==> config.mk <==
export PLATFORM = sky130hd
export DESIGN_NAME = mm2s_cmd_engine_flat
export DESIGN_NICKNAME = d
export VERILOG_FILES = /design/src/rtl/mm2s_cmd_engine_if.sv /design/src/rtl/mm2s_cmd_engine.sv /design/src/flat_wrapper.sv
export SDC_FILE = /design/constraint.sdc
export NUM_CORES = 1
export LEC_CHECK = 0
export BUFFER_PORTS_ARGS = -buffer_cell sky130_fd_sc_hd__buf_4
export CORE_MARGIN = 3
export CORE_UTILIZATION = 51
export CTS_CLUSTER_SIZE = 25
export DETAILED_ROUTE_END_ITERATION = 7
export GPL_TIMING_DRIVEN = 1
export PLACE_DENSITY = 0.87
export SYNTH_ARGS = -nofsm -noshare
export SYNTH_HDL_FRONTEND = slang
export SYNTH_SLANG_ARGS = --single-unit
==> constraint.sdc <==
create_clock -name aclk -period 9.71 [get_ports aclk]
set_clock_uncertainty 0.05 [all_clocks]
set_input_delay 1.942 -clock aclk [delete_from_list [all_inputs] [get_ports aclk]]
set_output_delay 1.942 -clock aclk [all_outputs]
set_load 0.005 [all_outputs]
==> src/rtl/mm2s_cmd_engine_if.sv <==
// Command/status, AXI4 read and AXI4-Stream signals of the MM2S command engine.
// The master modport is the engine's view; slave is the surrounding system's view.
interface mm2s_cmd_engine_if;
    logic        s_axis_mm2s_cmd_tvalid;
    logic        s_axis_mm2s_cmd_tready;
    logic [71:0] s_axis_mm2s_cmd_tdata;
    logic        m_axis_mm2s_sts_tvalid;
    logic        m_axis_mm2s_sts_tready;
    logic [7:0]  m_axis_mm2s_sts_tdata;
    logic        m_axis_mm2s_sts_tkeep;
    logic        m_axis_mm2s_sts_tlast;
    logic [3:0]  m_axi_mm2s_arid;
    logic [31:0] m_axi_mm2s_araddr;
    logic [7:0]  m_axi_mm2s_arlen;
    logic [2:0]  m_axi_mm2s_arsize;
    logic [1:0]  m_axi_mm2s_arburst;
    logic [2:0]  m_axi_mm2s_arprot;
    logic [3:0]  m_axi_mm2s_arcache;
    logic [3:0]  m_axi_mm2s_aruser;
    logic        m_axi_mm2s_arvalid;
    logic        m_axi_mm2s_arready;
    logic [63:0] m_axi_mm2s_rdata;
    logic [1:0]  m_axi_mm2s_rresp;
    logic        m_axi_mm2s_rlast;
    logic        m_axi_mm2s_rvalid;
    logic        m_axi_mm2s_rready;
    logic [63:0] m_axis_mm2s_tdata;
    logic [7:0]  m_axis_mm2s_tkeep;
    logic        m_axis_mm2s_tlast;
    logic        m_axis_mm2s_tvalid;
    logic        m_axis_mm2s_tready;

    modport master (
        input  s_axis_mm2s_cmd_tvalid, s_axis_mm2s_cmd_tdata, m_axis_mm2s_sts_tready,
               m_axi_mm2s_arready, m_axi_mm2s_rdata, m_axi_mm2s_rresp, m_axi_mm2s_rlast,
               m_axi_mm2s_rvalid, m_axis_mm2s_tready,
        output s_axis_mm2s_cmd_tready, m_axis_mm2s_sts_tvalid, m_axis_mm2s_sts_tdata,
               m_axis_mm2s_sts_tkeep, m_axis_mm2s_sts_tlast, m_axi_mm2s_arid, m_axi_mm2s_araddr,
               m_axi_mm2s_arlen, m_axi_mm2s_arsize, m_axi_mm2s_arburst, m_axi_mm2s_arprot,
               m_axi_mm2s_arcache, m_axi_mm2s_aruser, m_axi_mm2s_arvalid, m_axi_mm2s_rready,
               m_axis_mm2s_tdata, m_axis_mm2s_tkeep, m_axis_mm2s_tlast, m_axis_mm2s_tvalid
    );

    modport slave (
        output s_axis_mm2s_cmd_tvalid, s_axis_mm2s_cmd_tdata, m_axis_mm2s_sts_tready,
               m_axi_mm2s_arready, m_axi_mm2s_rdata, m_axi_mm2s_rresp, m_axi_mm2s_rlast,
               m_axi_mm2s_rvalid, m_axis_mm2s_tready,
        input  s_axis_mm2s_cmd_tready, m_axis_mm2s_sts_tvalid, m_axis_mm2s_sts_tdata,
               m_axis_mm2s_sts_tkeep, m_axis_mm2s_sts_tlast, m_axi_mm2s_arid, m_axi_mm2s_araddr,
               m_axi_mm2s_arlen, m_axi_mm2s_arsize, m_axi_mm2s_arburst, m_axi_mm2s_arprot,
               m_axi_mm2s_arcache, m_axi_mm2s_aruser, m_axi_mm2s_arvalid, m_axi_mm2s_rready,
               m_axis_mm2s_tdata, m_axis_mm2s_tkeep, m_axis_mm2s_tlast, m_axis_mm2s_tvalid
    );
endinterface

==> src/rtl/mm2s_cmd_engine.sv <==
// Lightweight MM2S datamover: one 72-bit command in, AXI4 read bursts that never cross
// 4 KB, read data passed straight through to AXI4-Stream, one status byte out.
module mm2s_cmd_engine #(
    parameter int unsigned MAX_BURST_BEATS = 16,
    parameter logic [3:0]  AXI_ID          = 4'd0
) (
    input  logic aclk,
    input  logic areset,
    mm2s_cmd_engine_if.master bus
);
    typedef enum logic [2:0] {
        ST_IDLE  = 3'd0,
        ST_CHECK = 3'd1,
        ST_ADDR  = 3'd2,
        ST_DATA  = 3'd3,
        ST_STS   = 3'd4
    } state_t;

    localparam logic [9:0] MAX_LEN_C = 10'(MAX_BURST_BEATS);

    state_t      state_r, state_nxt_s;
    logic        cmd_ready_r;
    logic [3:0]  tag_r;
    logic [31:0] addr_r;
    logic        eof_r;
    // One bit wider than 20 so that a BTT just below 2^23 still yields 2^20 beats.
    logic [20:0] beats_left_r;
    logic [2:0]  last_bytes_r;
    logic        slverr_r, decerr_r, interr_r;
    logic        cmd_hs_s, r_beat_s, final_beat_s, cmd_bad_s;
    logic [9:0]  room_s, len_a_s, burst_len_s;
    logic        unused_s;

    function automatic logic [7:0] last_keep(input logic [2:0] n);
        case (n)
            3'd1:    last_keep = 8'h01;
            3'd2:    last_keep = 8'h03;
            3'd3:    last_keep = 8'h07;
            3'd4:    last_keep = 8'h0F;
            3'd5:    last_keep = 8'h1F;
            3'd6:    last_keep = 8'h3F;
            3'd7:    last_keep = 8'h7F;
            default: last_keep = 8'hFF;
        endcase
    endfunction

    assign unused_s = ^{bus.s_axis_mm2s_cmd_tdata[71:68], bus.s_axis_mm2s_cmd_tdata[31],
                        bus.s_axis_mm2s_cmd_tdata[29:23]};

    assign cmd_hs_s     = bus.s_axis_mm2s_cmd_tvalid && cmd_ready_r;
    assign r_beat_s     = (state_r == ST_DATA) && bus.m_axi_mm2s_rvalid && bus.m_axis_mm2s_tready;
    assign final_beat_s = (beats_left_r == 21'd1);
    assign cmd_bad_s    = (beats_left_r == 21'd0) || (addr_r[2:0] != 3'd0);

    // Beats left before the next 4 KB page (1..512), then clamp to remaining and max burst.
    assign room_s      = 10'((13'd4096 - {1'b0, addr_r[11:0]}) >> 3);
    assign len_a_s     = (beats_left_r < {11'd0, room_s}) ? beats_left_r[9:0] : room_s;
    assign burst_len_s = (len_a_s > MAX_LEN_C) ? MAX_LEN_C : len_a_s;

    assign bus.s_axis_mm2s_cmd_tready = cmd_ready_r;
    assign bus.m_axis_mm2s_sts_tkeep  = 1'b1;
    assign bus.m_axis_mm2s_sts_tlast  = 1'b1;
    assign bus.m_axi_mm2s_arid        = AXI_ID;
    assign bus.m_axi_mm2s_arsize      = 3'b011;
    assign bus.m_axi_mm2s_arburst     = 2'b01;
    assign bus.m_axi_mm2s_arprot      = 3'b000;
    assign bus.m_axi_mm2s_arcache     = 4'b0011;
    assign bus.m_axi_mm2s_aruser      = 4'b0000;

    // State register.
    always_ff @(posedge aclk or posedge areset) begin
        if (areset) begin
            state_r <= ST_IDLE;
        end else begin
            state_r <= state_nxt_s;
        end
    end

    // Next state and all state-dependent outputs.
    always_comb begin
        state_nxt_s                 = state_r;
        bus.m_axi_mm2s_arvalid      = 1'b0;
        bus.m_axi_mm2s_araddr       = 32'd0;
        bus.m_axi_mm2s_arlen        = 8'd0;
        bus.m_axi_mm2s_rready       = 1'b0;
        bus.m_axis_mm2s_tdata       = 64'd0;
        bus.m_axis_mm2s_tkeep       = 8'd0;
        bus.m_axis_mm2s_tlast       = 1'b0;
        bus.m_axis_mm2s_tvalid      = 1'b0;
        bus.m_axis_mm2s_sts_tvalid  = 1'b0;
        bus.m_axis_mm2s_sts_tdata   = 8'd0;
        case (state_r)
            ST_IDLE: begin
                if (cmd_hs_s) state_nxt_s = ST_CHECK;
                else          state_nxt_s = ST_IDLE;
            end
            ST_CHECK: begin
                if (cmd_bad_s) state_nxt_s = ST_STS;
                else           state_nxt_s = ST_ADDR;
            end
            ST_ADDR: begin
                bus.m_axi_mm2s_arvalid = 1'b1;
                bus.m_axi_mm2s_araddr  = addr_r;
                bus.m_axi_mm2s_arlen   = 8'(burst_len_s - 10'd1);
                if (bus.m_axi_mm2s_arready) state_nxt_s = ST_DATA;
                else                        state_nxt_s = ST_ADDR;
            end
            ST_DATA: begin
                bus.m_axis_mm2s_tdata  = bus.m_axi_mm2s_rdata;
                bus.m_axis_mm2s_tvalid = bus.m_axi_mm2s_rvalid;
                bus.m_axi_mm2s_rready  = bus.m_axis_mm2s_tready;
                bus.m_axis_mm2s_tkeep  = final_beat_s ? last_keep(last_bytes_r) : 8'hFF;
                bus.m_axis_mm2s_tlast  = eof_r && final_beat_s;
                if (r_beat_s && bus.m_axi_mm2s_rlast) state_nxt_s = final_beat_s ? ST_STS : ST_ADDR;
                else                                  state_nxt_s = ST_DATA;
            end
            ST_STS: begin
                bus.m_axis_mm2s_sts_tvalid = 1'b1;
                bus.m_axis_mm2s_sts_tdata  = {~(slverr_r | decerr_r | interr_r),
                                              slverr_r, decerr_r, interr_r, tag_r};
                if (bus.m_axis_mm2s_sts_tready) state_nxt_s = ST_IDLE;
                else                            state_nxt_s = ST_STS;
            end
            default: state_nxt_s = ST_IDLE;
        endcase
    end

    // Command latch, address/beat bookkeeping and sticky error flags.
    always_ff @(posedge aclk or posedge areset) begin
        if (areset) begin
            cmd_ready_r  <= 1'b0;
            tag_r        <= 4'd0;
            addr_r       <= 32'd0;
            eof_r        <= 1'b0;
            beats_left_r <= 21'd0;
            last_bytes_r <= 3'd0;
            slverr_r     <= 1'b0;
            decerr_r     <= 1'b0;
            interr_r     <= 1'b0;
        end else begin
            // Ready rises one cycle after entering IDLE, leaving a gap after each status.
            cmd_ready_r <= (state_r == ST_IDLE) && !cmd_hs_s;
            case (state_r)
                ST_IDLE: begin
                    if (cmd_hs_s) begin
                        tag_r        <= bus.s_axis_mm2s_cmd_tdata[67:64];
                        addr_r       <= bus.s_axis_mm2s_cmd_tdata[63:32];
                        eof_r        <= bus.s_axis_mm2s_cmd_tdata[30];
                        beats_left_r <= {1'b0, bus.s_axis_mm2s_cmd_tdata[22:3]}
                                        + {20'd0, |bus.s_axis_mm2s_cmd_tdata[2:0]};
                        last_bytes_r <= bus.s_axis_mm2s_cmd_tdata[2:0];
                        slverr_r     <= 1'b0;
                        decerr_r     <= 1'b0;
                        interr_r     <= 1'b0;
                    end
                end
                ST_CHECK: begin
                    if (cmd_bad_s) interr_r <= 1'b1;
                end
                ST_ADDR: begin
                    if (bus.m_axi_mm2s_arready) addr_r <= addr_r + {19'd0, burst_len_s, 3'b000};
                end
                ST_DATA: begin
                    if (r_beat_s) begin
                        if (beats_left_r != 21'd0) beats_left_r <= beats_left_r - 21'd1;
                        if (bus.m_axi_mm2s_rresp == 2'b10) slverr_r <= 1'b1;
                        if (bus.m_axi_mm2s_rresp == 2'b11) decerr_r <= 1'b1;
                    end
                end
                default: begin
                end
            endcase
        end
    end
endmodule
==> src/flat_wrapper.sv <==
// flat-port wrapper written by rule: the top's interface ports become plain ports
module mm2s_cmd_engine_flat 
#(
    parameter int unsigned MAX_BURST_BEATS = 16,
    parameter logic [3:0]  AXI_ID          = 4'd0
)
  (aclk, areset, bus_s_axis_mm2s_cmd_tvalid, bus_s_axis_mm2s_cmd_tdata, bus_m_axis_mm2s_sts_tready, bus_m_axi_mm2s_arready, bus_m_axi_mm2s_rdata, bus_m_axi_mm2s_rresp, bus_m_axi_mm2s_rlast, bus_m_axi_mm2s_rvalid, bus_m_axis_mm2s_tready, bus_s_axis_mm2s_cmd_tready, bus_m_axis_mm2s_sts_tvalid, bus_m_axis_mm2s_sts_tdata, bus_m_axis_mm2s_sts_tkeep, bus_m_axis_mm2s_sts_tlast, bus_m_axi_mm2s_arid, bus_m_axi_mm2s_araddr, bus_m_axi_mm2s_arlen, bus_m_axi_mm2s_arsize, bus_m_axi_mm2s_arburst, bus_m_axi_mm2s_arprot, bus_m_axi_mm2s_arcache, bus_m_axi_mm2s_aruser, bus_m_axi_mm2s_arvalid, bus_m_axi_mm2s_rready, bus_m_axis_mm2s_tdata, bus_m_axis_mm2s_tkeep, bus_m_axis_mm2s_tlast, bus_m_axis_mm2s_tvalid);
  mm2s_cmd_engine_if bus_i ();
  input  logic aclk;
  input  logic areset;
  input wire logic [$bits(bus_i.s_axis_mm2s_cmd_tvalid)-1:0] bus_s_axis_mm2s_cmd_tvalid;
  input wire logic [$bits(bus_i.s_axis_mm2s_cmd_tdata)-1:0] bus_s_axis_mm2s_cmd_tdata;
  input wire logic [$bits(bus_i.m_axis_mm2s_sts_tready)-1:0] bus_m_axis_mm2s_sts_tready;
  input wire logic [$bits(bus_i.m_axi_mm2s_arready)-1:0] bus_m_axi_mm2s_arready;
  input wire logic [$bits(bus_i.m_axi_mm2s_rdata)-1:0] bus_m_axi_mm2s_rdata;
  input wire logic [$bits(bus_i.m_axi_mm2s_rresp)-1:0] bus_m_axi_mm2s_rresp;
  input wire logic [$bits(bus_i.m_axi_mm2s_rlast)-1:0] bus_m_axi_mm2s_rlast;
  input wire logic [$bits(bus_i.m_axi_mm2s_rvalid)-1:0] bus_m_axi_mm2s_rvalid;
  input wire logic [$bits(bus_i.m_axis_mm2s_tready)-1:0] bus_m_axis_mm2s_tready;
  output wire logic [$bits(bus_i.s_axis_mm2s_cmd_tready)-1:0] bus_s_axis_mm2s_cmd_tready;
  output wire logic [$bits(bus_i.m_axis_mm2s_sts_tvalid)-1:0] bus_m_axis_mm2s_sts_tvalid;
  output wire logic [$bits(bus_i.m_axis_mm2s_sts_tdata)-1:0] bus_m_axis_mm2s_sts_tdata;
  output wire logic [$bits(bus_i.m_axis_mm2s_sts_tkeep)-1:0] bus_m_axis_mm2s_sts_tkeep;
  output wire logic [$bits(bus_i.m_axis_mm2s_sts_tlast)-1:0] bus_m_axis_mm2s_sts_tlast;
  output wire logic [$bits(bus_i.m_axi_mm2s_arid)-1:0] bus_m_axi_mm2s_arid;
  output wire logic [$bits(bus_i.m_axi_mm2s_araddr)-1:0] bus_m_axi_mm2s_araddr;
  output wire logic [$bits(bus_i.m_axi_mm2s_arlen)-1:0] bus_m_axi_mm2s_arlen;
  output wire logic [$bits(bus_i.m_axi_mm2s_arsize)-1:0] bus_m_axi_mm2s_arsize;
  output wire logic [$bits(bus_i.m_axi_mm2s_arburst)-1:0] bus_m_axi_mm2s_arburst;
  output wire logic [$bits(bus_i.m_axi_mm2s_arprot)-1:0] bus_m_axi_mm2s_arprot;
  output wire logic [$bits(bus_i.m_axi_mm2s_arcache)-1:0] bus_m_axi_mm2s_arcache;
  output wire logic [$bits(bus_i.m_axi_mm2s_aruser)-1:0] bus_m_axi_mm2s_aruser;
  output wire logic [$bits(bus_i.m_axi_mm2s_arvalid)-1:0] bus_m_axi_mm2s_arvalid;
  output wire logic [$bits(bus_i.m_axi_mm2s_rready)-1:0] bus_m_axi_mm2s_rready;
  output wire logic [$bits(bus_i.m_axis_mm2s_tdata)-1:0] bus_m_axis_mm2s_tdata;
  output wire logic [$bits(bus_i.m_axis_mm2s_tkeep)-1:0] bus_m_axis_mm2s_tkeep;
  output wire logic [$bits(bus_i.m_axis_mm2s_tlast)-1:0] bus_m_axis_mm2s_tlast;
  output wire logic [$bits(bus_i.m_axis_mm2s_tvalid)-1:0] bus_m_axis_mm2s_tvalid;
  assign bus_i.s_axis_mm2s_cmd_tvalid = bus_s_axis_mm2s_cmd_tvalid;
  assign bus_i.s_axis_mm2s_cmd_tdata = bus_s_axis_mm2s_cmd_tdata;
  assign bus_i.m_axis_mm2s_sts_tready = bus_m_axis_mm2s_sts_tready;
  assign bus_i.m_axi_mm2s_arready = bus_m_axi_mm2s_arready;
  assign bus_i.m_axi_mm2s_rdata = bus_m_axi_mm2s_rdata;
  assign bus_i.m_axi_mm2s_rresp = bus_m_axi_mm2s_rresp;
  assign bus_i.m_axi_mm2s_rlast = bus_m_axi_mm2s_rlast;
  assign bus_i.m_axi_mm2s_rvalid = bus_m_axi_mm2s_rvalid;
  assign bus_i.m_axis_mm2s_tready = bus_m_axis_mm2s_tready;
  assign bus_s_axis_mm2s_cmd_tready = bus_i.s_axis_mm2s_cmd_tready;
  assign bus_m_axis_mm2s_sts_tvalid = bus_i.m_axis_mm2s_sts_tvalid;
  assign bus_m_axis_mm2s_sts_tdata = bus_i.m_axis_mm2s_sts_tdata;
  assign bus_m_axis_mm2s_sts_tkeep = bus_i.m_axis_mm2s_sts_tkeep;
  assign bus_m_axis_mm2s_sts_tlast = bus_i.m_axis_mm2s_sts_tlast;
  assign bus_m_axi_mm2s_arid = bus_i.m_axi_mm2s_arid;
  assign bus_m_axi_mm2s_araddr = bus_i.m_axi_mm2s_araddr;
  assign bus_m_axi_mm2s_arlen = bus_i.m_axi_mm2s_arlen;
  assign bus_m_axi_mm2s_arsize = bus_i.m_axi_mm2s_arsize;
  assign bus_m_axi_mm2s_arburst = bus_i.m_axi_mm2s_arburst;
  assign bus_m_axi_mm2s_arprot = bus_i.m_axi_mm2s_arprot;
  assign bus_m_axi_mm2s_arcache = bus_i.m_axi_mm2s_arcache;
  assign bus_m_axi_mm2s_aruser = bus_i.m_axi_mm2s_aruser;
  assign bus_m_axi_mm2s_arvalid = bus_i.m_axi_mm2s_arvalid;
  assign bus_m_axi_mm2s_rready = bus_i.m_axi_mm2s_rready;
  assign bus_m_axis_mm2s_tdata = bus_i.m_axis_mm2s_tdata;
  assign bus_m_axis_mm2s_tkeep = bus_i.m_axis_mm2s_tkeep;
  assign bus_m_axis_mm2s_tlast = bus_i.m_axis_mm2s_tlast;
  assign bus_m_axis_mm2s_tvalid = bus_i.m_axis_mm2s_tvalid;
  mm2s_cmd_engine #(.MAX_BURST_BEATS(MAX_BURST_BEATS), .AXI_ID(AXI_ID)) u_core (.aclk(aclk), .areset(areset), .bus(bus_i));
endmodule
# After elaboration in Yosys (flattened, before gate mapping)
# Index checks and enable logic that the tools add are counted.
# word_totals
ff_bits	68
inputBits	146
output_inout_bits	148
# op_classes
n_addsub	5
order_cmp	2
eq_ne	21
muxes	37
bitwise	3
reduce_logical	22
# op_table
operator	n
two-way mux 32 bit	3
two-way mux 64 bit	1
one-hot mux 32 bit (2 select lines)	1
two-way mux 21 bit	3
one-hot mux 8 bit (7 select lines)	1
one-hot mux 21 bit (2 select lines)	1
adder 32 x 13 -> 32 bit	1
two-way mux 8 bit	4
adder 20 x 1 -> 21 bit	1
== test 21 x 1 -> 1 bit (second input constant)	1
zero test 21 bit	1
less-than comparator 21 x 10 -> 1 bit	1
nonzero test 21 bit	1
subtractor 21 x 1 -> 21 bit (second input constant)	1
two-way mux 10 bit	2
== test 3 bit (second input constant)	5
one-hot mux 3 bit (5 select lines)	1
two-way mux 1 bit	13
subtractor 13 x 12 -> 13 bit (first input constant)	1
== test 3 x 2 -> 1 bit (second input constant)	4
two-way mux 3 bit	4
AND reduction 4 bit	3
greater-than comparator 10 x 5 -> 1 bit (second input constant)	1
!= test 2 bit (second input constant)	4
16 further kinds	31

# Longest topological paths before layout
# depth
ltp_word	8
mapped_depth	23
mapped_depth_nobuf	20

# Least setup slack after synthesis
# Ideal clock, no wire load.
# synth_timing
path_type	flip-flop to output port
start	register u_core.addr_r[0]
end	output port bus_m_axi_mm2s_arlen[2]
arrival_time_ns	4.233
required_ns	7.718
slack_ns	3.485
stages_incl_launch_ff	17
path_buffers	1
cell_sequence	dfrtp_1 > or4_1 > buf_2 > nor3_1 > xnor2_1 > inv_1 > ha_1 > o2111a_1 > a211oi_1 > o21ai_2 > maj3_1 > a21oi_4 > mux2_1 > or2_1 > ha_1 > or4_1 > o211ai_1
# synth_between
elab_chain_len	7
# synth_lines
element	line_no	text
start: declaration	mm2s_cmd_engine.sv:24	logic [31:0] addr_r;
start signal: assignment	mm2s_cmd_engine.sv:147	addr_r <= bus.s_axis_mm2s_cmd_tdata[63:32];
start signal: assignment	mm2s_cmd_engine.sv:161	if (bus.m_axi_mm2s_arready) addr_r <= addr_r + {19'd0, burst_len_s, 3'b000};
subtractor 13 x 12 -> 13 bit (*)	mm2s_cmd_engine.sv:56	assign room_s = 10'((13'd4096 - {1'b0, addr_r[11:0]}) >> 3);
less-than comparator 21 x 10 -> 1 bit	mm2s_cmd_engine.sv:57	assign len_a_s = (beats_left_r < {11'd0, room_s}) ? beats_left_r[9:0] : room_s;
two-way mux 10 bit (*)	mm2s_cmd_engine.sv:57	
greater-than comparator 10 x 5 -> 1 bit	mm2s_cmd_engine.sv:58	assign burst_len_s = (len_a_s > MAX_LEN_C) ? MAX_LEN_C : len_a_s;
two-way mux 10 bit (*)	mm2s_cmd_engine.sv:58	
subtractor 8 x 1 -> 8 bit (*)	mm2s_cmd_engine.sv:104	bus.m_axi_mm2s_arlen = 8'(burst_len_s - 10'd1);
two-way mux 8 bit (*)	mm2s_cmd_engine.sv:92	case (state_r)
end: declaration	flat_wrapper.sv:27	output wire logic [$bits(bus_i.m_axi_mm2s_arlen)-1:0] bus_m_axi_mm2s_arlen;
# Mark *: on every way between the ends. The rest lies on a longest branch, timed or not.

# Worst setup path after layout
# Ends and elaborated chain as after synthesis.

==> flow_metrics.py <==
metrics = {
    "drt": {
        "drc": 0,
        "vias": 6883,
        "viasPerCell": 5.833,
        "drt_wl_total_um": 22950,
        "antenna_left": 0,
        "post_drt_wl_per_cell_um": 19.45,
        "firstDrtPassIters": 5,
        "dr.first_iter.drc_count": 695,
    },
    "finish": {
        "layout-drive-gt1-share_pct": 28.93,
        "layout_common_cells": "buf_4, and2_1, nand2_1",
        "antenna_cells": 0,
        "mostFrequentLayoutCell": "buf_4",
        "fin_nets": 1201,
        "areaGrowthSynthToFinish_pct": 36.28,
    },
    "power": {
        "vdd.ir_drop.worst_mv": 0.1355,
        "power.switching_w": 0.0009246,
        "power_frac_comb_pct": 52.8,
        "power.density_nw_per_um2": 243.2,
        "switching_share_pct": 45.89,
        "p_leak_nw": 4.026,
        "p_clk_share_pct": 16.7,
        "p_seq_share_pct": 30.5,
        "internal_power_w": 0.001090,
        "total_power_w": 0.002015,
    },
    "synth": {
        "synth_edf_count": 0,
        "synth.distinct_cells": 73,
        "syn_area_um2": 6080,
        "ys.flop_type": "dfrtp_1",
        "synthesis.instances": 801,
        "synth_warnings": 0,
        "avgSynthCellArea_um2": 7.590,
        "ys_seq_area_share_pct": 27.99,
        "synth-async-reset-ratio_pct": 100.0,
        "ys_seq_elements": 68,
    },
    "global_routing": {
        "grt_overflow": 0,
        "grt_pass1_wl_um": 34740,
        "track_usage_pct": 33.87,
        "grt_pass1_vias": 6196,
        "antenna_found_initial": 1,
        "grt_max_degree": 92,
    },
    "sta": {
        "fmax_mhz": 137.8,
        "min_period_ps": 7259,
        "setup-violations-final": 0,
        "maxSlewViolCount": 0,
        "timing.hold.ws_ps": 427.6,
        "min_period_over_period_pct": 74.76,
        "relSlewSlack_pct": 26.12,
        "tightest_slew_ps": 1105,
        "hold_violations": 0,
        "rsz0062_at_grt": "no",
        "setup_tns_ps": 0,
    },
    "worst_setup_path": {
        "cp_top_family": "simple AND/OR/NAND/NOR gates",
        "slowest_delay_ps": 650,
        "crit_path_max_fanout": 16,
        "crit_chain": "or4_1, nor3_1, xnor2_1, inv_1, ha_1, o2111a_1, a211oi_1, o21ai_2, maj3_1, a21oi_4, mux2_1, or2_1, ha_1, or4_1, o211ai_1, buf_4",
        "cp.buffers_inverters": 2,
        "startpoint_type": "register",
        "critPathArrivalTime_ps": 5270,
        "crit_type": "register to output pin",
        "end_kind": "output pin",
        "cp.required_ps": 7720,
        "cp_slowest_cell": "or4_1",
    },
    "die": {
        "core_area_um2": 11520,
        "io_pins": 294,
        "die_y_um": 115.2,
        "rows": 39,
        "die_area_um2": 13270,
        "initial_core_util_pct": 52.79,
        "die_w_um": 115.2,
    },
    "outcome": {
        "status": "finished, final reports clean",
    },
    "clock_network": {
        "clk_path_buf_depth": 2,
        "cts_resized": 0,
        "h-tree-depth": 3,
        "clock_latency_ps": 330,
        "cts_hold_buf": 0,
        "postCtsSetupBuffers": 0,
        "clk_pin_slew_ps": 70,
        "tritoncts": "built",
        "numCtsBuffers": 9,
        "cts.sinks": 68,
        "clockRootBuffer": "clkbuf_16",
    },
    "placement": {
        "port_buffers": 259,
        "post-dp-hpwl_um": 18160,
        "globalplace.congestion": 0.9807,
    },
    "job": {
        "drv_cap": 0,
    },
    "worst_hold_path": {
        "hold_class": "register to register",
    },
}
[through the flow]
step                      std cells  util [%]  instance area [um2]  setup WS (ps)
after floorplan                 825         -                 6170           3485
after global placement         1164     69.34                 7985           2940
after detailed placement       1164     69.34                 7985           2881
after CTS                      1180     71.95                 8285           2494
after global routing           1180     71.95                 8285           2202
final                          1180     71.95                 8285           2451
[registers in the layout (all words and copies together), names as in the netlist]
register	count
u_core.state_r	3
u_core.eof_r	1
u_core.addr_r	32
u_core.beats_left_r	21
u_core.tag_r	4
u_core.bus.s_axis_mm2s_cmd_tready	1
u_core.interr_r	1
u_core.last_bytes_r	3
u_core.slverr_r	1
u_core.decerr_r	1
[power groups by stage]
stage	combinational, W	clock, W	sequential, W
CTS	0.00105	0.000338	0.000607
finish	0.00106	0.000337	0.000614
global route	0.00119	0.000351	0.000637
floorplan	0.000752	0	0.000525
global placement	0.00103	0	0.000606
detailed placement	0.00105	0	0.000612
[kinds of logic (layout without fill, tap and decap cells)]
| group | Yosys count | count (layout) | share of synthesized area [%] |
|---|---|---|---|
| simple gates | 387 | 387 | 33.42 |
| flops | 68 | 68 | 27.99 |
| fa+ha+maj | 24 | 24 | 5.022 |
| buf+inv | 87 | 299 | 6.977 |
| other cells | 2 | 26 | 0.1235 |
| mux | 7 | 7 | 1.194 |
| compound gates | 197 | 197 | 21.10 |
| xor+xnor | 29 | 29 | 4.178 |
[cells in the mapped netlist (5+ instances only)]
cell type,count,area share [%]
ha_1,22,4.5
nand3_1,30,2.5
clkbuf_1,34,2.1
a21o_1,8,0.99
or4_1,6,0.74
xnor2_1,16,2.3
inv_1,15,0.93
dfrtp_1,68,28
o21ai_0,45,3.7
nand4_1,11,1.1
o22a_1,7,1.0
and4_1,8,1.2
xor2_1,13,1.9
o22ai_1,10,1.0
nor3_1,19,1.6
nand2_1,88,5.4
a31oi_1,12,1.2
and3_1,13,1.3
mux2i_1,5,0.82
nor2_1,72,4.4
buf_4,22,2.7
or3_1,8,0.82
buf_2,12,0.99
a211oi_1,7,0.86
a22oi_1,5,0.62
a311oi_1,6,0.86
a21oi_1,54,4.4
and2_1,104,11
o31ai_1,8,0.99
o211ai_1,5,0.62
[worst min-delay path, delay by kind of cell, from the launching register on]
| family | cells | cell delay (ps) |
|---|---|---|
| DFF | 1 | 340 |
| and+or+nand+nor | 2 | 100 |
[layer usage]
metal | global-route usage, % | wire (um)
met1 | 44.75 | 9317
met2 | 56.64 | 11370
met3 | 6.737 | 1652
met4 | 9.311 | 600
met5 | 0 | 7
[layout make-up]
class	instances	area (um2)
Clock buffer	9	225.2
Clock inverter	7	75.07
Fill cell	973	3231
Inverter	17	63.81
Multi-Input combinational cell	670	4044
Sequential cell	68	1702
Tap cell	143	178.9
Timing Repair Buffer	266	1997
[path summary, 6_finish.rpt]
path / start / slack (ps) / cells past startpoint / endpoint
max: u_core.addr_r[0] / 2450 / 16 / bus_m_axi_mm2s_arlen[2]
min: u_core.tag_r[3] / 430 / 2 / u_core.tag_r[3]
max reg2reg: u_core.addr_r[0] / 3240 / 20 / u_core.addr_r[29]
min reg2reg: u_core.tag_r[3] / 430 / 2 / u_core.tag_r[3]
max in group asynchronous: areset / 7180 / 3 / u_core.beats_left_r[12]
min in group asynchronous: areset / 1830 / 3 / u_core.addr_r[16]
(Power assumes the default switching activity.)
